==> config.mk <==
export PLATFORM = sky130hd
export DESIGN_NAME = pipeline_ctrl
export DESIGN_NICKNAME = d
export VERILOG_FILES = /design/src/rtl/pipeline_pkg.sv /design/src/rtl/sat_counter.sv /design/src/rtl/pipeline_ctrl.sv
export SDC_FILE = /design/constraint.sdc
export NUM_CORES = 1
export LEC_CHECK = 0
export CORE_MARGIN = 1
export CORE_UTILIZATION = 30
export DETAILED_ROUTE_END_ITERATION = 16
export PLACE_DENSITY = 0.65
export SYNTH_ARGS = -nofsm -noshare
export SYNTH_HDL_FRONTEND = slang
export SYNTH_SLANG_ARGS = --single-unit
==> constraint.sdc <==
create_clock -name CLK -period 5.29 [get_ports CLK]
set_input_delay 0.529 -clock CLK [delete_from_list [all_inputs] [get_ports CLK]]
set_output_delay 0.529 -clock CLK [all_outputs]
set_load 0.005 [all_outputs]
==> src/rtl/pipeline_pkg.sv <==
// Shared types for the pipeline enable/flush controller.
// Controller states, the per-latch control bundle and the hardwired-zero register id.
package pipeline_pkg;

    typedef enum logic [1:0] {
        RUN      = 2'd0,
        MEM_WAIT = 2'd1,
        HALTED   = 2'd2
    } ctrl_state_t;

    localparam int REG_ZERO = 0;

    typedef struct packed {
        logic en;
        logic flush;
    } latch_ctrl_t;

endpackage

==> src/rtl/sat_counter.sv <==
// Saturating up-counter with synchronous clear.
// Holds at all-ones instead of wrapping.
module sat_counter #(
    parameter int CNT_W = 16
) (
    input  logic             CLK,
    input  logic             clr,
    input  logic             inc,
    output logic [CNT_W-1:0] cnt
);

    always_ff @(posedge CLK) begin
        if (clr)
            cnt <= '0;
        else if (inc && cnt != {CNT_W{1'b1}})
            cnt <= cnt + 1'b1;
    end

endmodule

==> src/rtl/pipeline_ctrl.sv <==
// Enable/flush controller for the 5-stage pipeline latches.
// Resolves halt, data waits, redirects, load-use and fetch misses.
module pipeline_ctrl
    import pipeline_pkg::*;
#(
    parameter int REG_W = 5,
    parameter int CNT_W = 16
) (
    input  logic             CLK,
    input  logic             RST,
    input  logic             ihit,
    input  logic             dhit,
    input  logic             mem_dREN,
    input  logic             mem_dWEN,
    input  logic             mem_halt,
    input  logic             branch_taken,
    input  logic             ex_dREN,
    input  logic [REG_W-1:0] ex_wsel,
    input  logic [REG_W-1:0] id_rs,
    input  logic [REG_W-1:0] id_rt,
    input  logic             id_uses_rt,
    output logic             pc_en,
    output logic             fetch_en,
    output logic             decode_en,
    output logic             execute_en,
    output logic             memory_en,
    output logic             flush_fd,
    output logic             flush_de,
    output logic             flush_em,
    output logic             halted,
    output logic [CNT_W-1:0] stall_cnt,
    output logic [CNT_W-1:0] flush_cnt
);

    ctrl_state_t state, state_n;
    latch_ctrl_t fd, de, em;
    logic        stall_inc, flush_inc;
    logic        load_use, mem_busy, wait_now;

    assign load_use = ex_dREN
                   && ex_wsel != REG_W'(REG_ZERO)
                   && (ex_wsel == id_rs
                       || (id_uses_rt && ex_wsel == id_rt));

    assign mem_busy = (mem_dREN || mem_dWEN) && !dhit;
    assign wait_now = (state == RUN) ? mem_busy : !dhit;

    always_comb begin
        state_n   = state;
        pc_en     = 1'b0;
        fd        = '0;
        de        = '0;
        em        = '0;
        memory_en = 1'b0;
        halted    = 1'b0;
        stall_inc = 1'b0;
        flush_inc = 1'b0;
        if (RST) begin
            state_n = RUN;
        end else begin
            case (state)
                RUN, MEM_WAIT: begin
                    if (state == RUN && mem_halt) begin
                        state_n = HALTED;
                    end else if (wait_now) begin
                        state_n   = MEM_WAIT;
                        stall_inc = 1'b1;
                    end else begin
                        state_n   = RUN;
                        pc_en     = 1'b1;
                        fd.en     = 1'b1;
                        de.en     = 1'b1;
                        em.en     = 1'b1;
                        memory_en = 1'b1;
                        // a redirect squashes whatever the stall would protect
                        if (branch_taken) begin
                            fd.flush  = 1'b1;
                            de.flush  = 1'b1;
                            em.flush  = 1'b1;
                            flush_inc = 1'b1;
                        end else if (load_use) begin
                            pc_en     = 1'b0;
                            fd.en     = 1'b0;
                            de.flush  = 1'b1;
                            stall_inc = 1'b1;
                        end else if (!ihit) begin
                            pc_en     = 1'b0;
                            fd.flush  = 1'b1;
                            stall_inc = 1'b1;
                        end
                    end
                end
                HALTED: halted = 1'b1;
                default: state_n = RUN;
            endcase
        end
    end

    assign fetch_en   = fd.en;
    assign flush_fd   = fd.flush;
    assign decode_en  = de.en;
    assign flush_de   = de.flush;
    assign execute_en = em.en;
    assign flush_em   = em.flush;

    always_ff @(posedge CLK) begin
        if (RST)
            state <= RUN;
        else
            state <= state_n;
    end

    sat_counter #(.CNT_W(CNT_W)) u_stall_cnt (
        .CLK (CLK),
        .clr (RST),
        .inc (stall_inc),
        .cnt (stall_cnt)
    );

    sat_counter #(.CNT_W(CNT_W)) u_flush_cnt (
        .CLK (CLK),
        .clr (RST),
        .inc (flush_inc),
        .cnt (flush_cnt)
    );

endmodule

Word-level counts from Yosys, hierarchy flattened

Index checks and enable logic that the tools add are counted.

RAM bits: 0
Input port bits: 25
Memories: 0
Word-level logic and storage cells: 71
Bits in registers: 34
Output and inout port bits: 41
ROM bits: 0
Bits in latches: 0

Multiply operators: 0
Shift operators: 0
Reduce and logical (&&, ||, !) cells: 13
Add/sub/neg operators: 2
Divide/modulo/power cells: 0
Bitwise operators: 0
$lt $le $gt $ge: 0
Eq/ne operators: 6
Multiplexer cells: 47

Operators with widths:

| cell                    | number |
|---|---|
| $mux W1                 | 33 |
| $add A16 B1 Y16 const B | 2 |
| $ne A16 B16 Y1 const B  | 2 |
| $mux W2                 | 13 |
| $eq A5 B5 Y1            | 2 |
| $logic_and A1 B1 Y1     | 7 |
| $reduce_bool A5 Y1      | 1 |
| $pmux W2 S2             | 1 |
| $eq A2 B1 Y1 const B    | 1 |
| $eq A2 B2 Y1 const B    | 1 |
| $logic_not A2 Y1        | 1 |
| $logic_or A1 B1 Y1      | 2 |
| $reduce_or A2 Y1        | 1 |
| $logic_not A1 Y1        | 1 |

Logic depth before layout (Yosys ltp)

Depth in word-level cells: 11
Mapped depth: 8
Depth with buffers taken out: 7

Modules after synthesis

Synthesis repeated with hierarchy kept, for this count alone.

Cell total of the unflattened synthesis: 242
Area total of the unflattened synthesis: 2024.4 um^2

By module, submodules not included:

| module        | seq. area each (um^2) | instances | cells an instance | area an instance (um^2) |
|---|---|---|---|---|
| sat_counter   | 320.3                 | 2         | 99                | 848.3 |
| pipeline_ctrl | 40.0                  | 1         | 44                | 327.8 |

Worst setup path after synthesis

Ideal clock, no wire load.

Kind: input to output
Start: input ex_wsel[3]
End: output fetch_en
Path slack: 3.082 ns
Arrival: 1.679 ns
Path buffers: 0
Stages on the path: 6
Data required time: 4.761 ns
Cells stage by stage: xor2_1 > nor4_2 > a32oi_1 > or2_2 > o21ai_0 > inv_1

Word-level cells in the longest chain between the ends: 10
Elaborated cells on any way between the ends: 13
Those cells by class: eq/ne: 2; mux: 6; reduce/logical: 5

RTL lines:

| what                    | RTL line            | source |
|---|---|---|
| from (decl)             | pipeline_ctrl.sv:18 | `input logic [REG_W-1:0] ex_wsel,` |
| $eq A5 B5 Y1            | pipeline_ctrl.sv:43 | `\|\| (id_uses_rt && ex_wsel == id_rt));` |
| $logic_and A1 B1 Y1     | pipeline_ctrl.sv:43 |  |
| $logic_or A1 B1 Y1      | pipeline_ctrl.sv:43 |  |
| $logic_and A1 B1 Y1 (*) | pipeline_ctrl.sv:42 | `&& (ex_wsel == id_rs` |
| $mux W1 (*)             | pipeline_ctrl.sv:81 | `end else if (load_use) begin` |
| $mux W1 (*)             | pipeline_ctrl.sv:76 | `if (branch_taken) begin` |
| $mux W2 (*)             | pipeline_ctrl.sv:65 | `end else if (wait_now) begin` |
| $mux W2 (*)             | pipeline_ctrl.sv:63 | `if (state == RUN && mem_halt) begin` |
| $mux W2 (*)             | pipeline_ctrl.sv:61 | `case (state)` |
| $mux W2 (*)             | pipeline_ctrl.sv:58 | `if (RST) begin` |
| to (decl)               | pipeline_ctrl.sv:23 | `output logic fetch_en,` |

Mark *: on every way between the ends. The rest lies on a longest branch, timed or not.

Final worst setup path

Start: input RST
End: output flush_fd

Word-level cells in the longest chain between the ends: 1

RTL lines:

| what        | RTL line            | source |
|---|---|---|
| from (decl) | pipeline_ctrl.sv:10 | `input logic RST,` |
| $mux W2     | pipeline_ctrl.sv:58 |  |
| to (decl)   | pipeline_ctrl.sv:27 | `output logic flush_fd,` |

No other way between the ends.

==> reports/results.tsv <==
metric	value	unit
timing.rr.start	u_stall_cnt.cnt[7]$_SDFFE_PP0P_	
grt_pass1_vias	1523	
initial_core_util	31.8	%
crit_path_end_kind	primary output	
synthMuxAreaShare	3.31	%
setup_viol	0	
antenna_found_initial	0	
status	finished clean	
start_kind	input port	
hold_class	reg2reg	
fin_util	45.0	%
core	0.00606	mm²
syn-num-nets	258	
syn_inst	231	
pin_count	66	
yosysMostFrequentCell	dfxtp_1	
dieWidth	82.1	µm
drv_cap	0	
drtIter0Drc	94	
syn2layout_area_growth	41.6	%
synth_top_area_share	35.3	%
cp_num_buf_inv	3	
hold_buffers	0	
synth-compound-area-share	12.5	%
worst_ep_required_time	4.76	ns
routed_wirelength	4690	µm
clk_path_buf_depth	2	
htreeDepth	2	
grt_usage	14.0	%
maxSlewViolCount	0	
power	560	µW
max_clock_freq	301	MHz
dp_cells	363	
rr_worst_depth	6	
first_pass_iters	6	
synth_top_family_by_area	simple AND/OR/NAND/NOR gates	
async_flop_share	0	%
cpPeakStageDelay	0.51	ns
synth_commonest_cells	dfxtp_1 (34), nor2_1 (26), nand3_1 (18)	
cts_setup_buffers	0	
crit_end	flush_fd	
drc	0	
die_y	82.1	µm
p_leak	0.000899	µW
clk_pin_slew	0.06	ns
synth_area_per_cell	8.34	µm²
hold_viol	0	
synth_area_leaders	dfxtp_1 (35%), xor2_1 (5.5%), nor2_1 (5.1%), xnor2_1 (5.0%), nand3_1 (4.7%)	
min_period	3.32	ns
port_buffers	65	
relSlewSlack	57.5	%
synthAdderAreaFrac	1.30	%
path_class	in2out	
ys_ff_latch	34	
layout.nets	322	
cts_tree	built	
rsz0062_at_grt	no	
crit-reg2reg-capture	u_stall_cnt.cnt[13]$_SDFFE_PP0P_	
ant_nets	0	
worst-path-stages	7	
fin_skew	0.00794	ns
ys_types	44	
via_per_inst	5.06	
period_share	62.7	%
cts_buffers	5	
critPathTopFamily	buffers and inverters	
root_buffer	clkbuf_8	
p_per_area	205	mW/mm²
max_slew.worst_pin.slew	0.637	ns
rows	28	
yosysWarningCount	0	
grt_pass1_wl	7070	µm
worstSetupStartpoint	RST	
synthSimpleGateAreaFrac	32.4	%
cp_cell_sequence	clkdlybuf4s50_1 -> buf_4 -> or2_4 -> nor3_1 -> o21ai_0 -> a21oi_1 -> clkdlybuf4s50_1	
critPathArrivalTime	2.79	ns
cts.sinks	34	
synth_edf_count	0	
seq_area_frac_synth	35.3	%
hold_path.startpoint	u_stall_cnt.cnt[4]$_SDFFE_PP0P_	
gp_congestion	0.744	
synthFlopType	dfxtp_1	
cts_resized	0	
routedWlPerCell	12.7	µm
synth_area	0.00193	mm²
clock_latency	0.29	ns
post_route_cells_drive_above_1_share	5.74	%
cp_slowest_cell	clkdlybuf4s50_1	
instances_no_fill	371	
cpMostUsedCell	clkdlybuf4s50_1	
diodes	0	
final.setup.tns	0	ns
synth_top_area_cell	dfxtp_1	
overflow	0	
grt_start_max_net_pins	36	
vias	1878	
rrSetupSlack	3.01	ns
dpl.hpwl	3390	µm
cp_max_fo	35	
die_area	0.00674	mm²
max-vdd-ir-drop	0.000129	V
synth_xor_area_share	10.5	%
[area by class of cell]
type | instances | area [µm²]
Sequential cell | 34 | 681
Tap cell | 75 | 93.8
Clock inverter | 1 | 30.0
Timing Repair Buffer | 67 | 666
Fill cell | 585 | 3330
Multi-Input combinational cell | 180 | 1150
Inverter | 7 | 26.3
Clock buffer | 7 | 76.3
[power by group]
group,switching (µW),internal [µW]
Sequential,3.32,258
Combinational,27.5,34.1
Clock,96.5,141
[per-stage QoR]
step | cell area, µm² | hold slack, ns | worst slack (ns)
6_report | 2730 | 0.504 | 1.97
5_1_grt | 2730 | 0.533 | 1.71
4_1_cts | 2730 | 0.508 | 1.96
3_5_place_dp | 2620 | 0.486 | 1.96
3_3_place_gp | 2620 | 0.483 | 2.04
2_1_floorplan | 1930 | 0.470 | 3.08
[flip-flops by register name, indices dropped and copies added, names as in the netlist]
name             cells
state                2
u_flush_cnt.cnt     16
u_stall_cnt.cnt     16
[how the worst min path moves through the flow]
stage,endpoint,slack [ns],cells past startpoint
after floorplan,u_stall_cnt.cnt[15]$_SDFFE_PP0P_,0.47,1
after global placement,u_stall_cnt.cnt[4]$_SDFFE_PP0P_,0.48,2
after detailed placement,u_stall_cnt.cnt[15]$_SDFFE_PP0P_,0.49,1
after CTS,u_stall_cnt.cnt[4]$_SDFFE_PP0P_,0.51,2
after global routing,u_stall_cnt.cnt[14]$_SDFFE_PP0P_,0.53,2
final,u_stall_cnt.cnt[4]$_SDFFE_PP0P_,0.50,2
[cells in the final DEF, fill, tap and decap left out, types with 2 or more instances in the layout]
cell type,synthesis,routed
mux2i_1,3,3
nand4_1,3,3
o21a_1,2,2
and3_1,4,4
buf_4,3,2
and4_1,4,4
ha_1,2,2
mux2_2,3,3
nor4_4,2,2
nor3_1,9,9
o21ai_0,6,6
clkbuf_8,0,5
clkdlybuf4s50_1,0,65
dfxtp_1,34,34
or3_1,3,3
xor2_1,12,12
nand3_1,18,18
inv_1,7,7
nand2_1,17,17
o41ai_1,2,2
o31ai_1,5,5
nand2b_1,2,2
nor2b_1,5,5
or4_1,8,8
a21oi_1,13,13
clkbuf_1,4,2
xnor2_1,11,11
nor2_1,26,26
nor4_1,5,5
[metal layers]
metal / global-route usage [%] / vias to the layer above / share of wire [%]
met2: 21.7 / 49 / 45
met4: 7.37 / 0 / 2.0
met3: 3.85 / 6 / 6.7
met1: 17.5 / 858 / 46
li1: - / 965 / -
met5: 0 / - / 0
[worst min-delay path, stage by stage (launching register included)]
cell	delay [ns]
dfxtp_1	0.33
o31ai_1	0.07
a21oi_1	0.06
[logic make-up (layout without fill, tap and decap cells)]
family	Yosys count	after routing
simple gates	112	112
compound gates	37	37
flops	34	34
xor+xnor	23	23
buf+inv	17	82
mux	6	6
fa+ha+maj	2	2
(Power assumes the default switching activity.)
